## src/rtl/seq_alu.sv

```systemverilog
// seq_alu: registered 16-opcode ALU with valid/ready on both sides.
// Ports: clk, rst (sync, active-high); in_valid/in_ready, a, b, sel in;
//   out_valid/out_ready, out, hi, carry, ovf, zero, dz out.
//   mul/div iterate one bit per cycle.
module seq_alu #(
  parameter int WIDTH = 8
) (
  input  logic             clk,
  input  logic             rst,
  input  logic             in_valid,
  output logic             in_ready,
  input  logic [WIDTH-1:0] a,
  input  logic [WIDTH-1:0] b,
  input  logic [3:0]       sel,
  output logic             out_valid,
  input  logic             out_ready,
  output logic [WIDTH-1:0] out,
  output logic [WIDTH-1:0] hi,
  output logic             carry,
  output logic             ovf,
  output logic             zero,
  output logic             dz
);
  localparam logic [3:0] OP_ADD  = 4'h0;
  localparam logic [3:0] OP_SUB  = 4'h1;
  localparam logic [3:0] OP_MUL  = 4'h2;
  localparam logic [3:0] OP_DIV  = 4'h3;
  localparam logic [3:0] OP_SHL  = 4'h4;
  localparam logic [3:0] OP_SHR  = 4'h5;
  localparam logic [3:0] OP_ROL  = 4'h6;
  localparam logic [3:0] OP_ROR  = 4'h7;
  localparam logic [3:0] OP_AND  = 4'h8;
  localparam logic [3:0] OP_OR   = 4'h9;
  localparam logic [3:0] OP_XOR  = 4'hA;
  localparam logic [3:0] OP_NOR  = 4'hB;
  localparam logic [3:0] OP_NAND = 4'hC;
  localparam logic [3:0] OP_XNOR = 4'hD;
  localparam logic [3:0] OP_GT   = 4'hE;
  localparam logic [3:0] OP_EQ   = 4'hF;

  localparam int MSB = WIDTH - 1;
  localparam int CW = $clog2(WIDTH + 1);
  localparam logic [CW-1:0] LAST = CW'(WIDTH - 1);
  localparam logic [WIDTH:0] WLIM = (WIDTH + 1)'(WIDTH);

  typedef enum logic [1:0] {IDLE, BUSY, DONE} state_t;

  state_t state;
  state_t state_nx;

  logic [CW-1:0]    cnt;
  logic             is_mul;
  logic [WIDTH-1:0] opa;
  logic [WIDTH-1:0] opb;
  // mul: {acc_hi, acc_lo} = partial product / remaining multiplier
  // div: acc_hi = partial remainder, acc_lo = dividend shifting into quotient
  logic [WIDTH-1:0] acc_hi;
  logic [WIDTH-1:0] acc_lo;

  logic [WIDTH:0]   sum;
  logic [WIDTH:0]   dif;
  logic [WIDTH-1:0] r_out;
  logic [WIDTH-1:0] r_hi;
  logic             r_c;
  logic             r_v;
  logic             r_dz;
  logic             multi;

  always_comb begin
    sum   = {1'b0, a} + {1'b0, b};
    dif   = {1'b0, a} - {1'b0, b};
    r_out = '0;
    r_hi  = '0;
    r_c   = 1'b0;
    r_v   = 1'b0;
    r_dz  = 1'b0;
    multi = (sel == OP_MUL) || ((sel == OP_DIV) && (b != '0));
    unique case (sel)
      OP_ADD: begin
        r_out = sum[MSB:0];
        r_c   = sum[WIDTH];
        r_v   = (a[MSB] == b[MSB]) && (sum[MSB] != a[MSB]);
      end
      OP_SUB: begin
        r_out = dif[MSB:0];
        r_c   = dif[WIDTH];
        r_v   = (a[MSB] != b[MSB]) && (dif[MSB] != a[MSB]);
      end
      OP_MUL: ;
      // only reached single-cycle when b == 0
      OP_DIV: begin
        r_out = '1;
        r_hi  = a;
        r_dz  = 1'b1;
      end
      OP_SHL:  r_out = ({1'b0, b} >= WLIM) ? '0 : (a << b);
      OP_SHR:  r_out = ({1'b0, b} >= WLIM) ? '0 : (a >> b);
      OP_ROL:  r_out = {a[MSB-1:0], a[MSB]};
      OP_ROR:  r_out = {a[0], a[MSB:1]};
      OP_AND:  r_out = a & b;
      OP_OR:   r_out = a | b;
      OP_XOR:  r_out = a ^ b;
      OP_NOR:  r_out = ~(a | b);
      OP_NAND: r_out = ~(a & b);
      OP_XNOR: r_out = ~(a ^ b);
      OP_GT:   r_out = {{(WIDTH-1){1'b0}}, a > b};
      OP_EQ:   r_out = {{(WIDTH-1){1'b0}}, a == b};
    endcase
  end

  logic [WIDTH:0]   madd;
  logic [WIDTH:0]   rsh;
  logic             ge;
  logic [WIDTH-1:0] nx_hi;
  logic [WIDTH-1:0] nx_lo;
  logic             last;

  always_comb begin
    madd = {1'b0, acc_hi} + (acc_lo[0] ? {1'b0, opa} : '0);
    rsh  = {acc_hi, acc_lo[MSB]};
    ge   = rsh >= {1'b0, opb};
    if (is_mul) begin
      nx_hi = madd[WIDTH:1];
      nx_lo = {madd[0], acc_lo[MSB:1]};
    end else begin
      // remainder after subtract is below opb, so WIDTH bits suffice
      nx_hi = ge ? (rsh[MSB:0] - opb) : rsh[MSB:0];
      nx_lo = {acc_lo[MSB-1:0], ge};
    end
    last = (cnt == LAST);
  end

  always_comb begin
    state_nx  = state;
    in_ready  = 1'b0;
    out_valid = 1'b0;
    case (state)
      IDLE: begin
        in_ready = 1'b1;
        if (in_valid) state_nx = multi ? BUSY : DONE;
      end
      BUSY: if (last) state_nx = DONE;
      DONE: begin
        out_valid = 1'b1;
        if (out_ready) state_nx = IDLE;
      end
      default: state_nx = IDLE;
    endcase
  end

  always_ff @(posedge clk) begin
    if (rst) begin
      state  <= IDLE;
      cnt    <= '0;
      is_mul <= 1'b0;
      opa    <= '0;
      opb    <= '0;
      acc_hi <= '0;
      acc_lo <= '0;
      out    <= '0;
      hi     <= '0;
      carry  <= 1'b0;
      ovf    <= 1'b0;
      zero   <= 1'b0;
      dz     <= 1'b0;
    end else begin
      state <= state_nx;
      case (state)
        IDLE: if (in_valid) begin
          cnt    <= '0;
          is_mul <= (sel == OP_MUL);
          opa    <= a;
          opb    <= b;
          acc_hi <= '0;
          acc_lo <= (sel == OP_MUL) ? b : a;
          if (!multi) begin
            out   <= r_out;
            hi    <= r_hi;
            carry <= r_c;
            ovf   <= r_v;
            zero  <= (r_out == '0);
            dz    <= r_dz;
          end
        end
        BUSY: begin
          cnt    <= cnt + 1'b1;
          acc_hi <= nx_hi;
          acc_lo <= nx_lo;
          if (last) begin
            out   <= nx_lo;
            hi    <= nx_hi;
            carry <= 1'b0;
            ovf   <= 1'b0;
            zero  <= (nx_lo == '0);
            dz    <= 1'b0;
          end
        end
        default: ;
      endcase
    end
  end

endmodule

```

## config.mk

```make
export PLATFORM = sky130hd
export DESIGN_NAME = seq_alu
export DESIGN_NICKNAME = d
export VERILOG_FILES = /design/src/rtl/seq_alu.sv
export SDC_FILE = /design/constraint.sdc
export NUM_CORES = 1
export LEC_CHECK = 0
export BUFFER_PORTS_ARGS = -buffer_cell sky130_fd_sc_hd__buf_2
export CAP_MARGIN = 20
export CELL_PAD_IN_SITES_DETAIL_PLACEMENT = 1
export CELL_PAD_IN_SITES_GLOBAL_PLACEMENT = 2
export CORE_UTILIZATION = 37
export CTS_BUF_LIST = sky130_fd_sc_hd__clkbuf_8
export DETAILED_ROUTE_END_ITERATION = 10
export HOLD_SLACK_MARGIN = 0.06
export MAX_ROUTING_LAYER = met4
export PLACE_DENSITY = 0.94
export SYNTH_ARGS = -nofsm -noshare
export SYNTH_HDL_FRONTEND = slang
export SYNTH_SLANG_ARGS = --single-unit
```

## constraint.sdc

```tcl
create_clock -name clk -period 3.9 [get_ports clk]
set_input_delay 0.78 -clock clk [delete_from_list [all_inputs] [get_ports clk]]
set_output_delay 0.78 -clock clk [all_outputs]
set_load 0.02 [all_outputs]
```

## After elaboration in Yosys (flattened, before gate mapping)

Index checks and enable logic that the tools add are counted.

- Bits in registers: 59
- Latch bits: 0
- RAM bits: 0
- Memory bits (read-only): 0
- Input port bits: 24
- Output and inout bits: 22
- Word-level logic and storage cells: 117
- Memories kept: 0

- Add/subtract/negate cells: 5
- Multiply operators: 0
- Div/mod/pow operators: 0
- Magnitude comparators: 3
- Equal/unequal tests: 27
- Shift-type cells: 2
- Multiplexer cells: 47
- Bitwise gates (word level): 6
- Reduce and logical (&&, ||, !) cells: 14

Operators by type and width:

| cell | count |
|---|---|
| $mux W8 | 16 |
| $pmux W8 S15 | 1 |
| $pmux W8 S2 | 4 |
| $eq A4 B4 Y1 const B | 8 |
| $not A8 Y8 | 3 |
| $eq A4 B3 Y1 const B | 5 |
| $add A8 B8 Y9 | 2 |
| $logic_not A8 Y1 | 2 |
| $mux W1 | 13 |
| $pmux W1 S2 | 6 |
| $ge A9 B8 Y1 | 1 |
| $sub A8 B8 Y9 | 1 |
| $and A8 B8 Y8 | 1 |
| $eq A4 B2 Y1 const B | 2 |
| $eq A8 B8 Y1 | 1 |
| $ge A8 B4 Y1 const B | 1 |
| $gt A8 B8 Y1 | 1 |
| $mux W2 | 4 |
| $ne A2 B2 Y1 const B | 4 |
| $or A8 B8 Y8 | 1 |
| $pmux W4 S2 | 1 |
| $reduce_bool A8 Y1 | 1 |
| $shl A8 B8 Y8 | 1 |
| $shr A8 B8 Y8 | 1 |
| 18 further kinds | 23 |

## Depth between registers and ports, before layout

Gate-level depths: netlist of run 1.

- Word-level depth: 7
- Gate-level depth with buffers: 13
- Depth with buffers taken out: 12

## Worst setup path after synthesis of run 1

Ideal clock, no wire load.

- Kind: input-to-reg
- Start: input port b[1]
- End: register out[6]
- Setup time: 0.058 ns
- Arrival time: 3.130 ns
- Data required time: 3.842 ns
- Slack: 0.711 ns
- Stages on the path: 13
- Buffers on the path: 3
- Cell sequence: buf_2 > buf_2 > buf_2 > inv_1 > fa_1 > nand2b_1 > a21oi_1 > and2_1 > or4_1 > a21oi_1 > nor4_2 > o221ai_1 > o211a_1

- Word-level cells in the longest chain between the ends: 6
- Elaborated cells on any way between the ends: 16
- Classes of those cells: 2 x add/sub; 1 x order compare; 1 x eq/ne; 2 x shift; 6 x mux; 4 x reduce/logical

RTL lines:

| element | RTL line | RTL |
|---|---|---|
| from (decl) | 13 | `input logic [WIDTH-1:0] b,` |
| $ge A8 B4 Y1, or another cell as far along | 96, 97 |  |
| $mux W8 (on tied branches) | 97, 96 |  |
| $pmux W8 S15 | 78 | `unique case (sel)` |
| $mux W8 | 176 | `if (!multi) begin` |
| $mux W8 | 169 | `IDLE: if (in_valid) begin` |
| $pmux W8 S2 | 168 | `case (state)` |
| to (signal assigned) | 177 | `out <= r_out;` |
| to (signal assigned) | 190 | `out <= nx_lo;` |
| to (decl) | 17 | `output logic [WIDTH-1:0] out,` |

Parallel ways exist; a longest one is shown, timed or not. The select of a mux whose other input is x is not followed.
A chain may end at the register's enable or synchronous reset.

## Worst setup path in the final report of run 1

- Start: input port a[0]
- End: register zero

- Word-level cells in the longest chain between the ends: 7
- Elaborated cells on any way between the ends: 19
- Classes of those cells: 2 x add/sub; 1 x order compare; 1 x eq/ne; 2 x shift; 6 x mux; 6 x bitwise; 1 x reduce/logical

RTL lines:

| element | RTL line | RTL |
|---|---|---|
| from (decl) | 12 | `input logic [WIDTH-1:0] a,` |
| branches (longest 2 deep; another with $sub A8 B8 Y9) | - |  |
| $pmux W8 S15 (*) | 78 |  |
| $logic_not A8 Y1 (*) | 181 | `zero <= (r_out == '0);` |
| $mux W1 (*) | 176 |  |
| $mux W1 (*) | 169 |  |
| $pmux W1 S2 (*) | 168 |  |
| to (signal assigned) | 181 |  |
| to (signal assigned) | 194 | `zero <= (nx_lo == '0);` |
| to (decl) | 21 | `output logic zero,` |

Mark *: on every way between the ends. The select of a mux whose other input is x is not followed.

==> flow_metrics.tcl, run 1 <==
set metrics [dict create \
    synth_cells 767 \
    setup_slack_ns 0.681 \
    die_w_um 126 \
    finalSetupViolations 0 \
    power_density_nw_per_um2 310 \
    ys_top_cells_by_area "dfxtp_1 21%, ha_1 9.1%, a21oi_1 5.8%, nand2_1 5.6%, nor2_1 5.1%" \
    p_switching_mw 0.723 \
    ant_nets 0 \
    synth_cell_types 79 \
    synth_warnings 0 \
    min_path_type "register to register" \
    reg2reg_slack_ns 1.00 \
    rsz0062_at_grt "no" \
    synthAdderAreaFrac_pct 10.5 \
    finalCritPeriodShare_pct 82.5 \
    placement.io_buffers 45 \
    dp_cells 963 \
    place_ws_ns 0.337 \
    intPower_mw 1.21 \
    skew_ns 0.0141 \
    hold_viol_final 0 \
    clkPwrFrac_pct 30.6 \
    max_cap_viol_count 0 \
    r2r_end "hi[0]" \
    cts_repair_resize_count 0 \
    fmax_mhz 311 \
    start_kind "primary input" \
    grt_pass1_wl_um 33700 \
    num_antenna_cells 0 \
    path_cells "buf_2 > inv_1 > ha_1 > inv_1 > fa_1 > xor2_1 > o2111ai_1 > a2111oi_0 > nand3_1 > nor2_1 > nor4b_2 > a41o_1" \
    synth-simple-area-share_pct 25.0 \
    required_ns 4.20 \
    end_kind "register" \
    wire_per_inst_um 22.0 \
    slew_headroom_pct 28.0 \
    violations "design-rule violations" \
    reg2regPathDepth 11 \
    synth_top_area_share_pct 20.9 \
    run_status "complete, but fails checks" \
    p_leak_nw 2.54 \
    period_minus_slack_ns 3.22 \
    die-area_um2 15800 \
    power_frac_comb_pct 34.4 \
    antenna_found_initial 0 \
    synth-xor-area-share_pct 2.94 \
    cts_root_buf "clkbuf_8" \
    path_max_fanout 8 \
    cp.arrival_ns 3.52 \
    critical_path_buf_inv_count 3 \
    wl_um 21500 \
    syn_nets 836 \
    fin_nets 859 \
    postCtsSetupBuffers 0 \
    clock_path_buffers 2 \
    crit_type "primary input to register" \
    worst_pin_slew_ns 1.08 \
    ys.flop_type "dfxtp_1" \
    area_growth_pct 10.3 \
    drive_above_1_share_pct 13.5 \
    crit_end "zero" \
    synthArstFlopShare_pct 0 \
    clk_pin_slew_ns 0.07 \
    drv_slew 0 \
    ioPinCount 46 \
    cts_buffers 9 \
    cp_common_cell "inv_1" \
    via_per_inst 6.19 \
    cts_tree "done" \
    synth_top_cell_by_area "dfxtp_1" \
    ys_ff_latch 59 \
    clkLatencyLatePin_ns 0.35 \
    hpwl_um 16400 \
    instances_no_fill 978 \
    switching_share_pct 37.4 \
    dieHeight_um 126 \
    p_seq_share_pct 35.0 \
    crit_start "a[0]" \
    irDropWorstVdd_v 0.000125 \
    cp_num_cells 12 \
    synth_compound_area_share_pct 27.3 \
    grt_max_degree 50 \
    cpLargestDelayFamily "compound AO/OA/AOI/OAI gates" \
    start_util_pct 38.5 \
    cts.sinks 59 \
    synth_top_family_by_area "compound AO/OA/AOI/OAI gates" \
    synth_edf_count 0 \
    ys_seq_area_share_pct 20.9 \
    muxShareOfSynthArea_pct 6.17 \
    grt_pass1_vias 6095 \
    critPathSlowestCell "a2111oi_0" \
    r2r-start "opb[1]" \
    coreArea_um2 14700 \
    holdBufCountCts 0 \
    drt_iter0_markers 431 \
    syn_area_um2 5660 \
    row_count 44 \
    post-route-drc-count 6 \
    critPathMaxStageDelay_ns 0.55 \
    fin_tns_setup_ns 0 \
    htree_levels 3 \
    grt.overflow.total 0 \
    via_count 6049 \
    avgSynthCellArea_um2 7.37 \
    firstDrtPassIters 8 \
    grtUsageTotal_pct 28.2 \
    gp_congestion 1.02 \
]
-- worst min-delay path: cells and delay by family, from the launching register on --
kind / cells / cell delay [ns]
AO/OA/AOI/OAI: 1 / 0.05
flip-flops: 1 / 0.31
AND/OR/NAND/NOR: 1 / 0.05
-- sequential cells by signal (all words and copies together), names as in the netlist, 2 cells and up --
signal  count
hi          8
out         8
opb         8
acc_lo      8
state       2
acc_hi      8
opa         8
cnt         4
-- area by class of cell --
class | instances | area, um^2
Sequential cell | 59 | 1180
Multi-Input combinational cell | 609 | 4070
Clock buffer | 11 | 151
Clock inverter | 4 | 50.0
Tap cell | 184 | 230
Fill cell | 1846 | 8460
Inverter | 43 | 161
Timing Repair Buffer | 68 | 398
-- power groups by stage --
stage	Combinational [mW]	Sequential [mW]	Clock [mW]
CTS	0.658	0.675	0.597
global placement	0.637	0.686	0
floorplan	0.430	0.697	0
global route	0.721	0.680	0.622
finish	0.666	0.676	0.593
detailed placement	0.654	0.689	0
-- stage by stage --
step | utilization, % | hold WS [ns] | instance area [um^2] | power, mW
5_1_grt | 42.4 | 0.475 | 6240 | 2.02
3_5_place_dp | 41.1 | 0.449 | 6040 | 1.34
2_1_floorplan | - | 0.432 | 5660 | 1.13
6_report | 42.4 | 0.457 | 6240 | 1.93
3_3_place_gp | 41.1 | 0.438 | 6040 | 1.32
4_1_cts | 42.4 | 0.459 | 6240 | 1.93
-- synthesized netlist by cell type (6+ instances only) --
cell type  count
o211a_1        6
nand2b_1      11
nand3_1       10
a22oi_1        7
o21ai_1        7
mux2i_1       18
nand2_1       85
ha_1          41
a21oi_1       66
and2_1        11
buf_2         16
nor3_1        19
o211ai_1       7
dfxtp_1       59
nor2_1        77
o21a_1         7
and3_1         9
xor2_1        14
o22ai_1        8
a211oi_1      18
a221oi_1       9
a31oi_1        7
nand4_1        7
inv_1         41
o21ai_0       42
clkbuf_1      36
nor2b_1       17
-- layer usage --
metal | up-vias | routed length, um | global-route usage [%]
li1 | 2815 | - | -
met1 | 2940 | 9170 | 34.1
met2 | 227 | 10200 | 46.5
met3 | 67 | 1100 | 3.02
met4 | 0 | 1070 | 14.6
met5 | - | 0 | -
-- worst min path at each step --
stage                      start      to  slack [ns]  depth (start not counted)
after CTS                 opa[7]  opa[7]        0.46                          2
after global routing      opa[7]  opa[7]        0.48                          2
after detailed placement  opb[2]  opb[2]        0.45                          2
after global placement    cnt[3]  cnt[3]        0.44                          2
after floorplan           opa[0]  opa[0]        0.43                          2
final                     opa[7]  opa[7]        0.46                          2
-- cell families after synthesis --
group                    after synthesis
adder cells (fa/ha/maj)               45
multiplexers                          28
AO/OA/AOI/OAI                        233
flip-flops                            59
AND/OR/NAND/NOR                      284
buffers and inverters                 99
XOR/XNOR                              19
-- cell usage in the layout (no fill, tap or decap), types with 6 or more instances in the layout --
cell type,count
nand2_1,85
and3_1,9
o21a_1,7
and2_1,11
inv_1,41
a31oi_1,7
ha_1,41
nand4_1,7
dfxtp_1,59
nor3_1,19
nand3_1,10
xor2_1,14
a211oi_1,18
o21ai_0,42
nor2_1,77
a21oi_1,66
clkbuf_8,11
buf_4,23
o21ai_1,7
buf_2,45
o211ai_1,7
a221oi_1,9
mux2i_1,18
o22ai_1,8
nor2b_1,17
nand2b_1,11
a22oi_1,7
o211a_1,6
No activity file was read; power rests on OpenSTA's default activity.
==> run 2: changes to the inputs <==
Settings changed: ABC_AREA set to 1, CORE_UTILIZATION 37 to 30, PLACE_DENSITY 0.94 to 0.89.
Clock period 3.9 ns to 2.7 ns, I/O delays scaled along.
==> flow_metrics.tcl, run 2 <==
set metrics [dict create \
    p_leak_nw 3.21 \
    r2r_end "hi[6]" \
    worst_pin_slew_ns 0.626 \
    grt_max_degree 31 \
    clkLatencyLatePin_ns 0.36 \
    violations "design-rule violations" \
    total_power_mw 2.96 \
    ys_ff_latch 59 \
    required_ns 2.99 \
    slew_headroom_pct 58.2 \
    path_max_fanout 10 \
    finalSetupViolations 0 \
    postCtsSetupBuffers 0 \
    min_path_type "primary input to register" \
    syn_nets 1005 \
    min_to "state[1]" \
    cts_root_buf "clkbuf_8" \
    htree_levels 3 \
    dieHeight_um 138 \
    cts_buffers 9 \
    antenna_found_initial 0 \
    die-area_um2 19100 \
    grt.overflow.total 0 \
    reg2regPathDepth 16 \
    hpwl_um 18900 \
    synth_edf_count 0 \
    num_antenna_cells 0 \
    synth_cell_types 46 \
    firstDrtPassIters 8 \
    r2r-start "acc_lo[7]" \
    cts.sinks 59 \
    wire_per_inst_um 18.8 \
    grt_pass1_wl_um 37100 \
    layout_commonest_cell "nand2_1" \
    holdWs_ns 0.462 \
    start_kind "primary input" \
    max_cap_viol_count 0 \
    fmax_mhz 401 \
    synth_warnings 0 \
    yosysMostFrequentCell "nand2_1" \
    drive_above_1_share_pct 12.7 \
    area_growth_pct 17.0 \
    hold_viol_final 0 \
    drt_iter0_markers 368 \
    skew_ns 0.0106 \
    start_util_pct 30.7 \
    ioPinCount 46 \
    fin_util_pct 35.9 \
    final_cell_mix "243 x nand2_1, 106 x inv_1, 97 x nor2_1" \
    min_from "out_ready" \
    die_w_um 138 \
    ys_top_cells_by_area "dfxtp_1 21%, nand2_1 16%, ha_1 9.2%, nand3_1 8.6%, a21oi_1 7.4%" \
    finalCritPeriodShare_pct 92.3 \
    row_count 49 \
    synth_cells 936 \
    ys.flop_type "dfxtp_1" \
    wl_um 23300 \
    period_minus_slack_ns 2.49 \
    rsz0062_at_grt "no" \
    grtUsageTotal_pct 25.8 \
    dp_cells 1222 \
    clk_pin_slew_ns 0.07 \
    synth_top_cell_by_area "dfxtp_1" \
    place_area_um2 6260 \
    placement.io_buffers 45 \
    clock_path_buffers 2 \
    fin_nets 1073 \
    post-route-drc-count 1 \
    fillers 2415 \
    cts_tree "done" \
    crit_type "primary input to register" \
    grt_pass1_vias 6759 \
    holdBufCountCts 0 \
    end_kind "register" \
    cp.arrival_ns 2.79 \
    worstHoldPathCells 4 \
    ys_seq_area_share_pct 21.3 \
    syn_area_um2 5560 \
    avgSynthCellArea_um2 5.94 \
    via_per_inst 5.38 \
    run_status "complete, but fails checks" \
    synth_top_area_share_pct 21.3 \
    power_density_nw_per_um2 455 \
    via_count 6662 \
    coreArea_um2 18100 \
    synth_common_cells "243 x nand2_1, 105 x inv_1, 97 x nor2_1, 96 x nand3_1, 82 x a21oi_1" \
    synthArstFlopShare_pct 0 \
    cts_repair_resize_count 0 \
    irDropWorstVdd_v 0.000218 \
    instances_no_fill 1238 \
    gp_congestion 0.951 \
    drv_slew 0 \
    ant_nets 0 \
    reg2reg_slack_ns 0.35 \
    finalInstanceArea_um2 6500 \
]
run 2: how the worst max path moves through the flow:
stage | from | end | slack, ns | cells past startpoint
after floorplan | b[2] | zero | 0.33 | 17
after global placement | a[1] | zero | -0.05 | 12
after detailed placement | a[1] | zero | -0.13 | 12
after CTS | a[1] | zero | 0.24 | 12
after global routing | a[1] | zero | 0.06 | 16
final | a[1] | zero | 0.21 | 12
run 2: area by class of cell:
type                    count  area [um^2]  share of cell area (%)
multi-input cells         727         3780                    58.2
flip-flops and latches     59         1180                    18.2
repair buffers             92          578                    8.89
inverters                 115          434                    6.68
well taps                 229          287                    4.41
clock buffers              12          165                    2.54
clock inverters             4         72.6                    1.12
run 2: kinds of logic after synthesis:
kind of cell,after synthesis,share of synthesized area [%]
compound gates,188,18.7
xor+xnor,14,2.21
fa+ha+maj,45,10.7
buf+inv,150,10.7
flops,59,21.3
mux,1,0.180
simple gates,479,36.3
run 2: routing by layer:
metal / wire (um) / global-route usage [%] / vias to the layer above
met5: 0 / - / -
met4: 819 / 10.9 / 0
met3: 1170 / 2.81 / 54
met2: 10700 / 41.6 / 194
met1: 10600 / 32.7 / 3199
li1: - / - / 3215
run 2: critical path: stages:
cell,delay (ns)
buf_2,0.29
inv_1,0.19
ha_1,0.36
nand3_1,0.10
nand2_1,0.14
nand3_1,0.12
nand2_1,0.07
o21ai_0,0.37
nand3_1,0.19
nor3_1,0.21
nand2_1,0.09
a21oi_1,0.11
run 2: power breakdown:
group | total [mW] | internal, mW | switching (mW) | leakage [nW]
Sequential | 0.972 | 0.933 | 0.0387 | 0.483
Clock | 0.971 | 0.594 | 0.377 | 0.124
Combinational | 1.02 | 0.326 | 0.690 | 2.60
run 2: stage by stage:
step                setup TNS, ns  worst slack, ns
global route                    0           0.0595
global placement          -0.0846          -0.0507
CTS                             0            0.242
floorplan                       0            0.334
detailed placement         -0.178           -0.132
finish                          0            0.208
